<file path="src/rtl/uart_rx_edge_bit_sampler.sv">
// UART RX front end: RX_IN synchroniser, oversampling edge/bit counters and bit sampler.
// Build option: define UART_RX_MAJORITY_VOTE_EN for the three-point majority vote.
module uart_rx_edge_bit_sampler #(
  parameter int unsigned SYNC_STAGES = 2,
  parameter int unsigned FRAME_BITS  = 11
) (
  input  logic       CLK,
  input  logic       RST,
  input  logic       RX_IN,
  input  logic [5:0] Prescale,
  input  logic       cnt_en,
  input  logic       dat_samp_en,
  output logic [5:0] edge_cnt,
  output logic [3:0] bit_cnt,
  output logic       sampled_bit,
  output logic       samp_vld
);

  localparam int unsigned EW = 6;
  localparam int unsigned BW = 4;

  logic [SYNC_STAGES-1:0] sync_q;
  logic [EW-1:0]          p_q;
  logic [EW-1:0]          mid;
  logic [EW-1:0]          edge_last;
  logic                   rx_s;
  logic                   samp_en;
  logic                   at_mid;
  logic                   prescale_ok;
  logic                   vote;

  assign rx_s        = sync_q[SYNC_STAGES-1];
  assign mid         = p_q >> 1;
  assign edge_last   = p_q - EW'(1);
  assign samp_en     = cnt_en & dat_samp_en;
  assign at_mid      = (edge_cnt == mid);
  assign prescale_ok = (Prescale == EW'(8)) || (Prescale == EW'(16)) || (Prescale == EW'(32));

`ifdef UART_RX_MAJORITY_VOTE_EN
  logic s0;
  logic s1;

  // Early/late sample points ahead of the mid-bit vote
  always_ff @(posedge CLK) begin
    if (RST) begin
      s0 <= 1'b1;
      s1 <= 1'b1;
    end else if (samp_en) begin
      if (edge_cnt == mid - EW'(2)) s0 <= rx_s;
      if (edge_cnt == mid - EW'(1)) s1 <= rx_s;
    end
  end

  assign vote = (s0 & s1) | (s0 & rx_s) | (s1 & rx_s);
`else
  assign vote = rx_s;
`endif

  // Synchroniser, prescale latch, counters and sampled bit
  always_ff @(posedge CLK) begin
    if (RST) begin
      sync_q      <= '1;
      p_q         <= EW'(8);
      edge_cnt    <= '0;
      bit_cnt     <= '0;
      sampled_bit <= 1'b1;
      samp_vld    <= 1'b0;
    end else begin
      sync_q   <= {sync_q[SYNC_STAGES-2:0], RX_IN};
      samp_vld <= 1'b0;
      if (!cnt_en) begin
        // Prescale only moves while idle; illegal ratios fall back to 8
        p_q      <= prescale_ok ? Prescale : EW'(8);
        edge_cnt <= '0;
        bit_cnt  <= '0;
      end else begin
        if (edge_cnt == edge_last) begin
          edge_cnt <= '0;
          bit_cnt  <= (bit_cnt == BW'(FRAME_BITS - 1)) ? '0 : bit_cnt + BW'(1);
        end else begin
          edge_cnt <= edge_cnt + EW'(1);
        end
        if (samp_en && at_mid) begin
          sampled_bit <= vote;
          samp_vld    <= 1'b1;
        end
      end
    end
  end

endmodule
</file>
<file path="config.mk">
export PLATFORM = sky130hd
export DESIGN_NAME = uart_rx_edge_bit_sampler
export DESIGN_NICKNAME = d
export VERILOG_FILES = /design/src/rtl/uart_rx_edge_bit_sampler.sv
export SDC_FILE = /design/constraint.sdc
export NUM_CORES = 1
export LEC_CHECK = 0
export CAP_MARGIN = 40
export CORE_MARGIN = 2
export CORE_UTILIZATION = 25
export CTS_CLUSTER_DIAMETER = 150
export DETAILED_ROUTE_END_ITERATION = 7
export PLACE_DENSITY = 0.52
export SYNTH_ARGS = -nofsm -noshare
export SYNTH_HDL_FRONTEND = slang
export SYNTH_SLANG_ARGS = --single-unit
</file>
<file path="constraint.sdc">
create_clock -name CLK -period 2.7 [get_ports CLK]
set_clock_uncertainty 0.05 [all_clocks]
set_input_delay 0.54 -clock CLK [delete_from_list [all_inputs] [get_ports CLK]]
set_output_delay 0.54 -clock CLK [all_outputs]
set_load 0.1 [all_outputs]
</file>
==> impl_results.md <==
- Period minus WS final: 2.02 ns
- Worst min path class: reg -> reg
- Slew HR: 0.643
- Synth area leader: dfxtp_1
- Cell Area, Synth: 1060 µm²
- TritonCTS Buffers: 3
- Vias per cell: 4.68
- Clk slew on worst S/H paths: 0.07 ns
- Gr ovfl total: 0
- # clock sinks: 20
- Input/output buffers: 22
- Worst vdd ir: 0.202 mV
- Final ANT Viol Nets: 0
- Bufs on Longest Clock Path: 2
- Post-route cell area: 1330 µm²
- IO Count: 23
- Slowest CP cell: or4_1
- Leak: between 0.5 and 0.6 nW
- Seq/Total Area, Yosys: 0.377
- Worst Max-Slew Pin Slew: roughly 0.54 ns
- Status: completed
- Req. time, crit path: approximately 2.8 ns
- MaxCap Viol Count: 0
- DRC: 0
- Yosys cell types: 39
- Synthesis warning total: 0
- Max Transition Viols Final: 0
- Place WS: 0.573 ns
- Final setup TNS: 0 ns
- Final worst slack: 0.684 ns
- Worst path arrival time: 2.14 ns
- Die extent in x: 69.1 µm
- Most common cell in the netlist: dfxtp_1
- N_diodes: 0
- Worst path max stage delay: 0.49 ns
- Total power per unit cell area: 427 nW/µm²
- Synth top area share: 0.377
- Number of global-route vias before repair: ~840
- Syn_nets: 128
- Die area: 4780 µm²
- Post-DR wirelength/cell: 11.8 µm
- Initial antenna violation count: 0
- Number of synthesized register bits: 20
- Worst-path fanout max: 5
- Primary FF master, synth: dfxtp_1
- Routed via count: approximately 900
- CTS tree: done
- Crit path launch type: flop
- Largest net degree at the start of global routing: 15
- Synth top area cells: dfxtp_1 (38%), xor2_1 (7.4%), nor3_1 (4.7%)
- Post-synth top cells: dfxtp_1 (20), nor2_1 (10), nor3_1 (10)
- CTS hold repair buffers: 0
- Final Cycle Share: 0.747
- GP Congestion: approximately 0.7
- Drt pass-1 iters: 4
- Post-synth ARST share: 0
- Post-DP Area: ~1300 µm²
- Critical path class: reg -> reg
- Worst setup EP type: flop
- DP Wirelength: between 1500 and 2000 µm
- Clock root cell: clkbuf_8
- Avg Synthesized Cell Area: approximately 9.2 µm²
- Fin nets: 151
- Number of flops mapped to enable cells by yosys: 0
- Area taken by multi-input logic gates: approximately 600 µm²
- Initial core utilization: 0.263
- Share of layout cells above drive strength 1: 0.197
- First-pass GRT wire length: 3700 µm
- All-Layer GR Usage: 0.0940
- Fillcell total: 415
- Overall routed net length: 2200 µm
- CP Cell Sequence: inv_1 -> ha_1 -> xnor2_1 -> nor2_1 -> o211ai_2 -> or4_1 -> a21oi_1
- DR iter-0 viols: between 60 and 70
- Max H-tree Level: 1
- Storage cell area: 400 µm²
- Die Y: around 69 µm
- Endpoints failing hold: 0
- Core Rows: 23
- Core area: slightly above 4000 µm²
- Endpoints failing setup: 0
- Post-CTS Setup Bufs: 0
- Cell count after synthesis: 115
- Latest clock arrival within the worst-skew pair: 0.25 ns
- Post_cts resized: 0
- FMAX: 496 MHz
- Area grow syn2layout: 25.5%
- RSZ-0062 raised after global routing: false
worst max-delay path, delay by kind of cell, from the launching register on:
kind | cells | cell delay (ns)
fa+ha+maj | 1 | 0.28
simple gates | 2 | 0.66
xor+xnor | 1 | 0.13
flops | 1 | 0.40
compound gates | 2 | 0.33
buf+inv | 1 | 0.08
power breakdown:
group          switching (mW)  total, mW  leakage [nW]  internal, mW
logic                  0.0248     0.0469         0.315        0.0221
clock network          0.0906      0.220        0.0288         0.130
registers             0.00345      0.302         0.162         0.298
total                   0.119      0.569         0.506         0.450
placed cells by master, fill, tap and decap left out, types with 3 or more instances in the layout:
cell,count
clkdlybuf4s50_1,10
xor2_1,9
clkbuf_8,4
nand2_1,3
dfxtp_1,20
xnor2_1,5
nor2_1,10
nand2b_1,4
nor3_1,10
nand3_1,4
inv_1,5
a21oi_1,8
buf_4,12
state kept, by name, summed over array words and instances (netlist names):
signal       cells
bit_cnt          4
edge_cnt         6
p_q              6
samp_vld         1
sampled_bit      1
sync_q           2
cells by family after synthesis:
kind of cell               synth area share
AOI/OAI and AO/OA                     0.165
xor gates and xnor gates              0.146
adders and majority gates            0.0236
buffers and inverters                0.0531
DFF                                   0.377
and+or+nand+nor                       0.235
stage by stage:
stage,cells,util,power [mW],hold WS [ns]
after global placement,183,0.317,0.354,0.349
final,187,0.330,0.569,0.359
after global routing,187,0.330,0.596,0.370
after floorplan,115,-,0.336,0.339
after detailed placement,183,0.317,0.356,0.343
after CTS,187,0.330,0.579,0.361
area by class of cell:
type	count	area share
Multi-Input combinational cell	86	0.454
Sequential cell	20	0.301
Timing Repair Buffer	22	0.143
Tap cell	50	0.0470
Clock buffer	4	0.0414
Inverter	5	0.0141
layer usage:
metal / share of wire / wire length, µm / global-route usage / vias to the layer above
met1: 0.46 / 1020 / 0.113 / 392
met2: 0.48 / 1060 / 0.162 / 30
met4: 0.015 / 33 / 0.0392 / 0
met5: 0 / 0 / 0 / -
li1: - / - / - / 448
met3: 0.042 / 93 / 0.0175 / 5
worst paths after layout:
| kind | end | slack (ns) | depth (start not counted) | startpoint |
|---|---|---|---|---|
| min reg2reg | sync_q[1]$_SDFF_PP1_ | 0.36 | 1 | sync_q[0]$_SDFF_PP1_ |
| min | sync_q[1]$_SDFF_PP1_ | 0.36 | 1 | sync_q[0]$_SDFF_PP1_ |
| max | bit_cnt[2]$_SDFFE_PP0N_ | 0.68 | 7 | p_q[1]$_SDFFE_PP0N_ |
| max reg2reg | bit_cnt[2]$_SDFFE_PP0N_ | 0.68 | 7 | p_q[1]$_SDFFE_PP0N_ |
No activity file was read; power rests on OpenSTA's default activity.
